**src/rtl/frame_writer.sv**
```systemverilog
// Pixel sink for the drawer plot stream: clips off-screen pixels, buffers them in a small
// FIFO and issues one linear framebuffer write per cycle; also runs full-screen clear sweeps.
module frame_writer #(
  parameter int WIDTH      = 160,
  parameter int HEIGHT     = 120,
  parameter int FIFO_DEPTH = 4,
  parameter int ADDR_W     = 15
) (
  input  logic              clk,
  input  logic              reset,
  input  logic [7:0]        x_in,
  input  logic [6:0]        y_in,
  input  logic [2:0]        c_in,
  input  logic              plot,
  output logic              ready,
  input  logic              clear,
  input  logic [2:0]        clear_c,
  output logic              clear_done,
  output logic [ADDR_W-1:0] mem_addr,
  output logic [2:0]        mem_data,
  output logic              mem_we,
  output logic              dropped,
  output logic              busy,
  output logic [15:0]       pix_count
);

  localparam int PTR_W   = $clog2(FIFO_DEPTH);
  localparam int CNT_W   = PTR_W + 1;
  localparam int SWEEP_W = ADDR_W + 1;
  localparam logic [SWEEP_W-1:0] SWEEP_END  = SWEEP_W'(WIDTH * HEIGHT);
  localparam logic [CNT_W-1:0]   FIFO_FULL  = CNT_W'(FIFO_DEPTH);

  typedef enum logic {
    S_IDLE,
    S_CLEAR
  } state_e;

  typedef struct packed {
    logic [ADDR_W-1:0] addr;
    logic [2:0]        colour;
  } pix_t;

  state_e             state_q, state_d;
  pix_t               fifo_mem [FIFO_DEPTH];
  logic [PTR_W-1:0]   wr_ptr_q, wr_ptr_d;
  logic [PTR_W-1:0]   rd_ptr_q, rd_ptr_d;
  logic [CNT_W-1:0]   count_q, count_d;
  logic               clear_pending_q, clear_pending_d;
  logic [2:0]         clear_colour_q, clear_colour_d;
  logic [SWEEP_W-1:0] sweep_q, sweep_d;
  logic [ADDR_W-1:0]  mem_addr_q, mem_addr_d;
  logic [2:0]         mem_data_q, mem_data_d;
  logic               mem_we_q, mem_we_d;
  logic               clear_done_q, clear_done_d;
  logic               dropped_q, dropped_d;
  logic [15:0]        pix_count_q, pix_count_d;

  logic              accept;
  logic              in_range;
  logic              push;
  logic              pop;
  logic [ADDR_W-1:0] pix_addr;

  assign ready    = (count_q != FIFO_FULL) && !clear_pending_q && (state_q == S_IDLE);
  assign accept   = plot && ready;
  assign in_range = (32'(x_in) < WIDTH) && (32'(y_in) < HEIGHT);
  assign push     = accept && in_range;
  assign pop      = (state_q == S_IDLE) && (count_q != '0);
  // Linear address is formed at full ADDR_W width before the pixel is buffered.
  assign pix_addr = ADDR_W'(y_in) * ADDR_W'(WIDTH) + ADDR_W'(x_in);

  assign mem_addr   = mem_addr_q;
  assign mem_data   = mem_data_q;
  assign mem_we     = mem_we_q;
  assign clear_done = clear_done_q;
  assign dropped    = dropped_q;
  assign pix_count  = pix_count_q;
  assign busy       = (count_q != '0) | clear_pending_q | (state_q == S_CLEAR) | mem_we_q;

  // NOTE: FIFO storage carries no reset; occupancy is tracked by count_q, which is reset.
  always_ff @(posedge clk) begin
    if (push) begin
      fifo_mem[wr_ptr_q] <= '{addr: pix_addr, colour: c_in};
    end
  end

  // NOTE: every _d gets a default first so no path through this block infers a latch.
  always_comb begin
    state_d         = state_q;
    wr_ptr_d        = wr_ptr_q;
    rd_ptr_d        = rd_ptr_q;
    count_d         = count_q + CNT_W'(push) - CNT_W'(pop);
    clear_pending_d = clear_pending_q;
    clear_colour_d  = clear_colour_q;
    sweep_d         = sweep_q;
    mem_addr_d      = mem_addr_q;
    mem_data_d      = mem_data_q;
    mem_we_d        = 1'b0;
    clear_done_d    = 1'b0;
    dropped_d       = accept && !in_range;
    pix_count_d     = pix_count_q;

    if (push) begin
      wr_ptr_d = wr_ptr_q + 1'b1;
    end

    if (pop) begin
      rd_ptr_d    = rd_ptr_q + 1'b1;
      mem_we_d    = 1'b1;
      mem_addr_d  = fifo_mem[rd_ptr_q].addr;
      mem_data_d  = fifo_mem[rd_ptr_q].colour;
      pix_count_d = pix_count_q + 16'd1;
    end

    if (clear && (state_q != S_CLEAR)) begin
      clear_pending_d = 1'b1;
      clear_colour_d  = clear_c;
    end

    case (state_q)
      S_IDLE: begin
        // A clear arriving on the entry edge merges into the sweep that starts now.
        if (clear_pending_q && (count_q == '0)) begin
          state_d         = S_CLEAR;
          clear_pending_d = 1'b0;
          sweep_d         = '0;
        end
      end
      S_CLEAR: begin
        if (sweep_q < SWEEP_END) begin
          mem_we_d   = 1'b1;
          mem_addr_d = sweep_q[ADDR_W-1:0];
          mem_data_d = clear_colour_q;
          sweep_d    = sweep_q + 1'b1;
        end else begin
          state_d      = S_IDLE;
          clear_done_d = 1'b1;
        end
      end
      default: state_d = S_IDLE;
    endcase
  end

  // NOTE: sequential state uses non-blocking assignments only.
  always_ff @(posedge clk or posedge reset) begin
    if (reset) begin
      state_q         <= S_IDLE;
      wr_ptr_q        <= '0;
      rd_ptr_q        <= '0;
      count_q         <= '0;
      clear_pending_q <= 1'b0;
      clear_colour_q  <= '0;
      sweep_q         <= '0;
      mem_addr_q      <= '0;
      mem_data_q      <= '0;
      mem_we_q        <= 1'b0;
      clear_done_q    <= 1'b0;
      dropped_q       <= 1'b0;
      pix_count_q     <= '0;
    end else begin
      state_q         <= state_d;
      wr_ptr_q        <= wr_ptr_d;
      rd_ptr_q        <= rd_ptr_d;
      count_q         <= count_d;
      clear_pending_q <= clear_pending_d;
      clear_colour_q  <= clear_colour_d;
      sweep_q         <= sweep_d;
      mem_addr_q      <= mem_addr_d;
      mem_data_q      <= mem_data_d;
      mem_we_q        <= mem_we_d;
      clear_done_q    <= clear_done_d;
      dropped_q       <= dropped_d;
      pix_count_q     <= pix_count_d;
    end
  end

endmodule

```
**config.mk**
```make
export PLATFORM = sky130hd
export DESIGN_NAME = frame_writer
export DESIGN_NICKNAME = d
export VERILOG_FILES = /design/src/rtl/frame_writer.sv
export SDC_FILE = /design/constraint.sdc
export NUM_CORES = 1
export LEC_CHECK = 0
export BUFFER_PORTS_ARGS = -buffer_cell sky130_fd_sc_hd__buf_2
export CORE_AREA = 4 4 107 109
export DETAILED_ROUTE_END_ITERATION = 10
export DIE_AREA = 0 0 111 113
export PLACE_DENSITY = 0.83
export SLEW_MARGIN = 20
export SYNTH_ARGS = -nofsm -noshare
export SYNTH_HDL_FRONTEND = slang
export SYNTH_SLANG_ARGS = --single-unit
export TNS_END_PERCENT = 100
```
**constraint.sdc**
```tcl
create_clock -name clk -period 3.5 [get_ports clk]
set_clock_uncertainty 0.2 [all_clocks]
set_input_delay 0.525 -clock clk [delete_from_list [all_inputs] [get_ports clk]]
set_output_delay 0.525 -clock clk [all_outputs]
set_load 0.01 [all_outputs]
```
After elaboration in Yosys (flattened, before gate mapping)
Memories as Yosys holds them, arrays and structs flattened.
Cells that the tools add are included.
{ "word_totals": {"n_memories": 1, "input_bits": 25, "mem_bits_rw": 72, "register_bits": 65} }
{ "mem_list": {"columns": ["memory", "depth", "width", "read_ports", "rd_clocked_by_memory_dff", "wr", "line", "source"], "rows": [
  ["fifo_mem", 4, 18, 1, 0, 1, "44", "pix_t fifo_mem [FIFO_DEPTH];"]
]} }
{ "op_classes": {"bitwise_logic": 4, "muxes": 22, "n_reduce_logical": 14, "magnitude_cmp": 3, "add_sub_neg": 7, "n_mul": 1, "n_eq_ne": 3} }
{ "ops": {"columns": ["op", "count"], "rows": [
  ["$mux 15", 3],
  ["$add 16x1->16 const B", 2],
  ["$mux 16", 2],
  ["$pmux 16 s2", 1],
  ["$lt 16x15->1 const B", 1],
  ["$add 15x8->15", 1],
  ["$mux 1", 12],
  ["$mul 7x3->10 const B", 1],
  ["$logic_and 1x1->1", 9],
  ["$mux 3", 3],
  ["$lt 8x8->1 const B", 1],
  ["$lt 7x7->1 const B", 1],
  ["$add 2x1->2 const B", 2],
  ["$ne 2x1->1 const B", 2],
  ["$add 3x1->3", 1],
  ["$logic_not 3->1", 1],
  ["$ne 3x3->1 const B", 1],
  ["$or 1x1->1", 3],
  ["$reduce_bool 3->1", 1],
  ["$sub 3x1->3", 1],
  ["$logic_not 1->1", 2],
  ["$pmux 1 s2", 1],
  ["$reduce_and 2->1", 1],
  ["$not 1->1", 1]
]} }

Logic depth before layout (Yosys ltp)
{ "depth": {"word_depth": 7, "ltp_mapped": 11, "depth_no_buf": 10} }

Worst setup path after synthesis
No wires, ideal clock.
{ "synth_path": {"kind": "in2reg", "start": "in y_in[1]", "end": "mem fifo_mem[0][17] (netlist bit) (data pin)", "t_arrival_ns": 2.557, "setup_time_ns": 0.216, "slack_ns": 0.526, "t_required_ns": 3.084, "cell_stages": 7, "path_cell_list": "ha_1 ha_1 fa_1 xor2_2 o21ai_1 or4_4 o41ai_2"} }
{ "synth_via": {"elab_chain_cells": 2} }
{ "synth_rtl": {"columns": ["item", "line", "source"], "rows": [
  ["from (decl)", "12", "input logic [6:0] y_in,"],
  ["$mul 7x3->10", "70", "assign pix_addr = ADDR_W'(y_in) * ADDR_W'(WIDTH) + ADDR_W'(x_in);"],
  ["$add 15x8->15", "70", null],
  ["via pix_addr[14]", "62", "logic [ADDR_W-1:0] pix_addr;"],
  ["to (decl)", "44", null]
]} }
The timed path passes the listed nets, and every way through them passes these cells.

Worst setup path in the final report
{ "layout_path": {"start": "reg state_q", "end": "reg count_q[2]"} }
{ "layout_via": {"elab_chain_cells": 6, "word_cells_on_any_way": 7} }
{ "layout_rtl": {"columns": ["item", "line", "source"], "rows": [
  ["from (decl)", "43", "state_e state_q, state_d;"],
  ["from (signal assigned)", "161", "state_q <= state_d;"],
  ["$not 1->1 *", null, null],
  ["$logic_and 1x1->1", "64", "assign ready = (count_q != FIFO_FULL) && !clear_pending_q && (state_q == S_IDLE);"],
  ["$logic_and 1x1->1", "65", "assign accept = plot && ready;"],
  ["$logic_and 1x1->1", "67", "assign push = accept && in_range;"],
  ["$add 3x1->3", "92", "count_d = count_q + CNT_W'(push) - CNT_W'(pop);"],
  ["$sub 3x1->3 *", "92", null],
  ["via count_d[2]", "47", "logic [CNT_W-1:0] count_q, count_d;"],
  ["to (signal assigned)", "164", "count_q <= count_d;"],
  ["to (decl)", "47", null]
]} }
Mark *: on every way through the listed nets, which the timed path passes. The rest lies on a longest branch.
A chain may end at the register's enable or synchronous reset.

==> flow_summary.yaml <==
outcome:
  status: "finished with violations"
  violations: "negative hold slack"
grt:
  antenna_found_initial: 0
  grt_usage_pct: 20.7
  gr-total-overflow: 0
  grt_pass1_vias: 3996
  grt_max_degree: 50
  grt_pass1_wl_um: 20100
route:
  drtPass1Iterations: 5
  vias: 3871
  drt_iter0_markers: 191
  wire_per_inst_um: 17.9
  drc: 0
  wirelength_um: 12000
  antenna_left: 0
  post_drt_via_cell_ratio: 5.77
die:
  rows: 38
  coreArea_um2: 10600
  die-area_um2: 12500
  dieHeight_um: 113
  die_x_um: 111
  start_util_pct: 57.8
  ioPinCount: 64
clock_tree:
  root_buffer: "clkbuf_8"
  cts_buffer_depth: 2
  clk_latency_ns: 0.52
  hold_buffers: 5
  cts_buffers: 17
  cts.clk_slew.worst_paths_ns: 0.06
  htree_levels: 4
  cts_tree: "done"
  post_cts_buffers: 0
  cts_resized: 0
  clock-sinks: 137
yosys:
  synthCells: 435
  synthArstFlopShare_pct: 47.4
  synth_warnings: 0
  synth_edf_count: 72
  ys_types: 57
  synth_nets: 484
  synthTopCellsByCount: "edfxtp_1, dfrtp_1, nand2_1"
  yosys.area.top_type: "edfxtp_1"
  yosysSeqAreaShare_pct: 61.8
  ys_top_cells_by_area: "edfxtp_1, dfrtp_1, mux4_2"
  synthesis.area_um2: 6130
  synth_flop_cell: "edfxtp_1"
  syn_area_per_cell_um2: 14.1
  yosysMostFrequentCell: "edfxtp_1"
  ys_ff_latch: 137
  synth_top_area_share_pct: 35.3
sta:
  finalSetupViolations: 0
  slew_violations: 0
  fmax_ghz: 0.346
  fin_crit_sh_pct: 82.5
  rsz0062_at_grt: "no"
  finalHoldViolCount: 48
  fin_ws_ns: 0.613
  tns_ns: 0
  whs_ns: -0.0531
  maxSlewHeadroom_pct: 41.1
  period_needed_ns: 2.89
  tightest_slew_ns: 0.883
cells_and_area:
  layout.nets: 567
  regArea_um2: 3790
  multi_input_area_um2: 2210
  n_antenna_cell: 0
  syn_to_final_growth_pct: 19.0
  nFillCells: 705
  drive_gt1_share_pct: 26.0
  final_cells: 671
setup_path:
  start_kind: "register"
  cp_slowest_cell: "dfrtp_1"
  timing.rr.start: "state_q$_DFF_PP0_"
  critPathTopFamily: "adder cells"
  slowest_delay_ns: 0.44
  cp.arrival_ns: 3.13
  regToRegSetupSlack_ns: 0.61
  crit_start: "state_q$_DFF_PP0_"
  crit_cells: 10
  cp-end-kind: "register"
  reg2reg_to: "count_q[2]$_DFF_PP0_"
  critPathKind: "reg2reg"
  crit_buf_inv: 3
  reg2reg_depth: 10
  path_max_fanout: 8
  critPathRequiredTime_ns: 3.74
  path_cells: "a211oi_1, buf_4, and4_1, inv_1, ha_1, inv_1, ha_1, fa_1, xnor2_1, xnor2_1"
pwr:
  ir_drop_v: 0.000413
  leakage_nw: 3.03
  power_per_cell_area_nw_per_um2: 749
placement:
  place_ws_ns: 0.188
  gp_congestion: 0.851
  port-buffer-count: 63
  hpwl_um: 7930
  place_inst: 633
hold_path:
  min_path_type: "in2async"
run:
  drv_cap: 0
==> power breakdown <==
part / internal [mW] / total (mW) / switching [mW]
sequential: 1.95 / 2.20 / 0.251
clock: 1.16 / 1.84 / 0.675
combinational: 0.653 / 1.42 / 0.766
==> routing by layer <==
metal,GRT usage (%),vias up,routed length [um]
met1,25.6,1929,4890
met5,0,-,0
met3,5.40,25,657
li1,-,1788,-
met2,34.9,129,6180
met4,8.62,0,250
==> metrics by stage <==
| stage | cell area, um^2 | util, % | hold WS [ns] | power (mW) |
|---|---|---|---|---|
| floorplan | 6130 | - | 0.246 | 3.22 |
| global placement | 6620 | 62.4 | 0.256 | 3.55 |
| detailed placement | 6620 | 62.4 | 0.268 | 3.63 |
| CTS | 7280 | 68.7 | 0.000157 | 5.49 |
| global route | 7290 | 68.8 | 0.00752 | 5.76 |
| finish | 7290 | 68.8 | -0.0531 | 5.46 |
==> worst max path at each step <==
stage | to | slack [ns]
2_1_floorplan | fifo_mem[0][17]$_DFFE_PP_ | 0.53
3_3_place_gp | fifo_mem[0][17]$_DFFE_PP_ | 0.32
3_5_place_dp | fifo_mem[0][17]$_DFFE_PP_ | 0.19
4_1_cts | count_q[2]$_DFF_PP0_ | 0.61
5_1_grt | count_q[2]$_DFF_PP0_ | 0.41
6_report | count_q[2]$_DFF_PP0_ | 0.61
==> cell type report <==
cell class	instances	area share [%]
clock inverter	14	2.69
multi-input combinational	268	30.3
inverter	16	0.841
timing repair buffer	78	6.04
sequential	137	52.0
tap	140	2.40
clock buffer	18	5.73
==> worst reg2reg max path: stages (launching register included) <==
cell and delay (ns):
dfrtp_1 0.44, a211oi_1 0.29, buf_4 0.19, and4_1 0.33
inv_1 0.11, ha_1 0.29, inv_1 0.04, ha_1 0.18
fa_1 0.38, xnor2_1 0.19, xnor2_1 0.14
==> cells in the final DEF (no fill, tap or decap), types with 4 or more instances in the layout <==
cell type / synthesis / final
mux2i_1: 24 / 24
xnor2_1: 20 / 20
a21oi_1: 5 / 5
a22oi_1: 4 / 4
mux4_2: 18 / 18
clkbuf_16: 0 / 16
mux2_2: 4 / 4
and2_1: 5 / 5
nor2_1: 15 / 15
bufinv_16: 0 / 4
nand3_1: 19 / 19
edfxtp_1: 72 / 72
buf_2: 7 / 63
xor2_1: 6 / 6
ha_1: 21 / 21
dlygate4sd3_1: 0 / 5
nand4_1: 6 / 6
nor4_1: 5 / 5
nor3_1: 5 / 5
dfrtp_1: 65 / 65
buf_4: 1 / 9
inv_1: 15 / 14
o21ai_1: 9 / 9
nand2_1: 47 / 47
o21ai_0: 12 / 12
==> state kept, by name (all words and copies together), names as in the netlist <==
signal and flops:
fifo_mem 72, pix_count 16, sweep_q 16, mem_addr 15, clear_colour_q 3, count_q 3, mem_data 3, rd_ptr_q 2
wr_ptr_q 2, clear_done 1, clear_pending_q 1, dropped 1, mem_we 1, state_q 1
==> logic make-up (layout without fill, tap and decap cells) <==
family / Yosys count / in the layout / synth area share [%]
adders and majority gates: 24 / 24 / 5.27
DFF: 137 / 137 / 61.8
buffers and inverters: 30 / 126 / 2.04
muxes: 47 / 47 / 11.5
and+or+nand+nor: 121 / 121 / 9.78
xor gates and xnor gates: 28 / 28 / 4.35
AOI/OAI and AO/OA: 48 / 48 / 5.25
(Power assumes the default switching activity.)
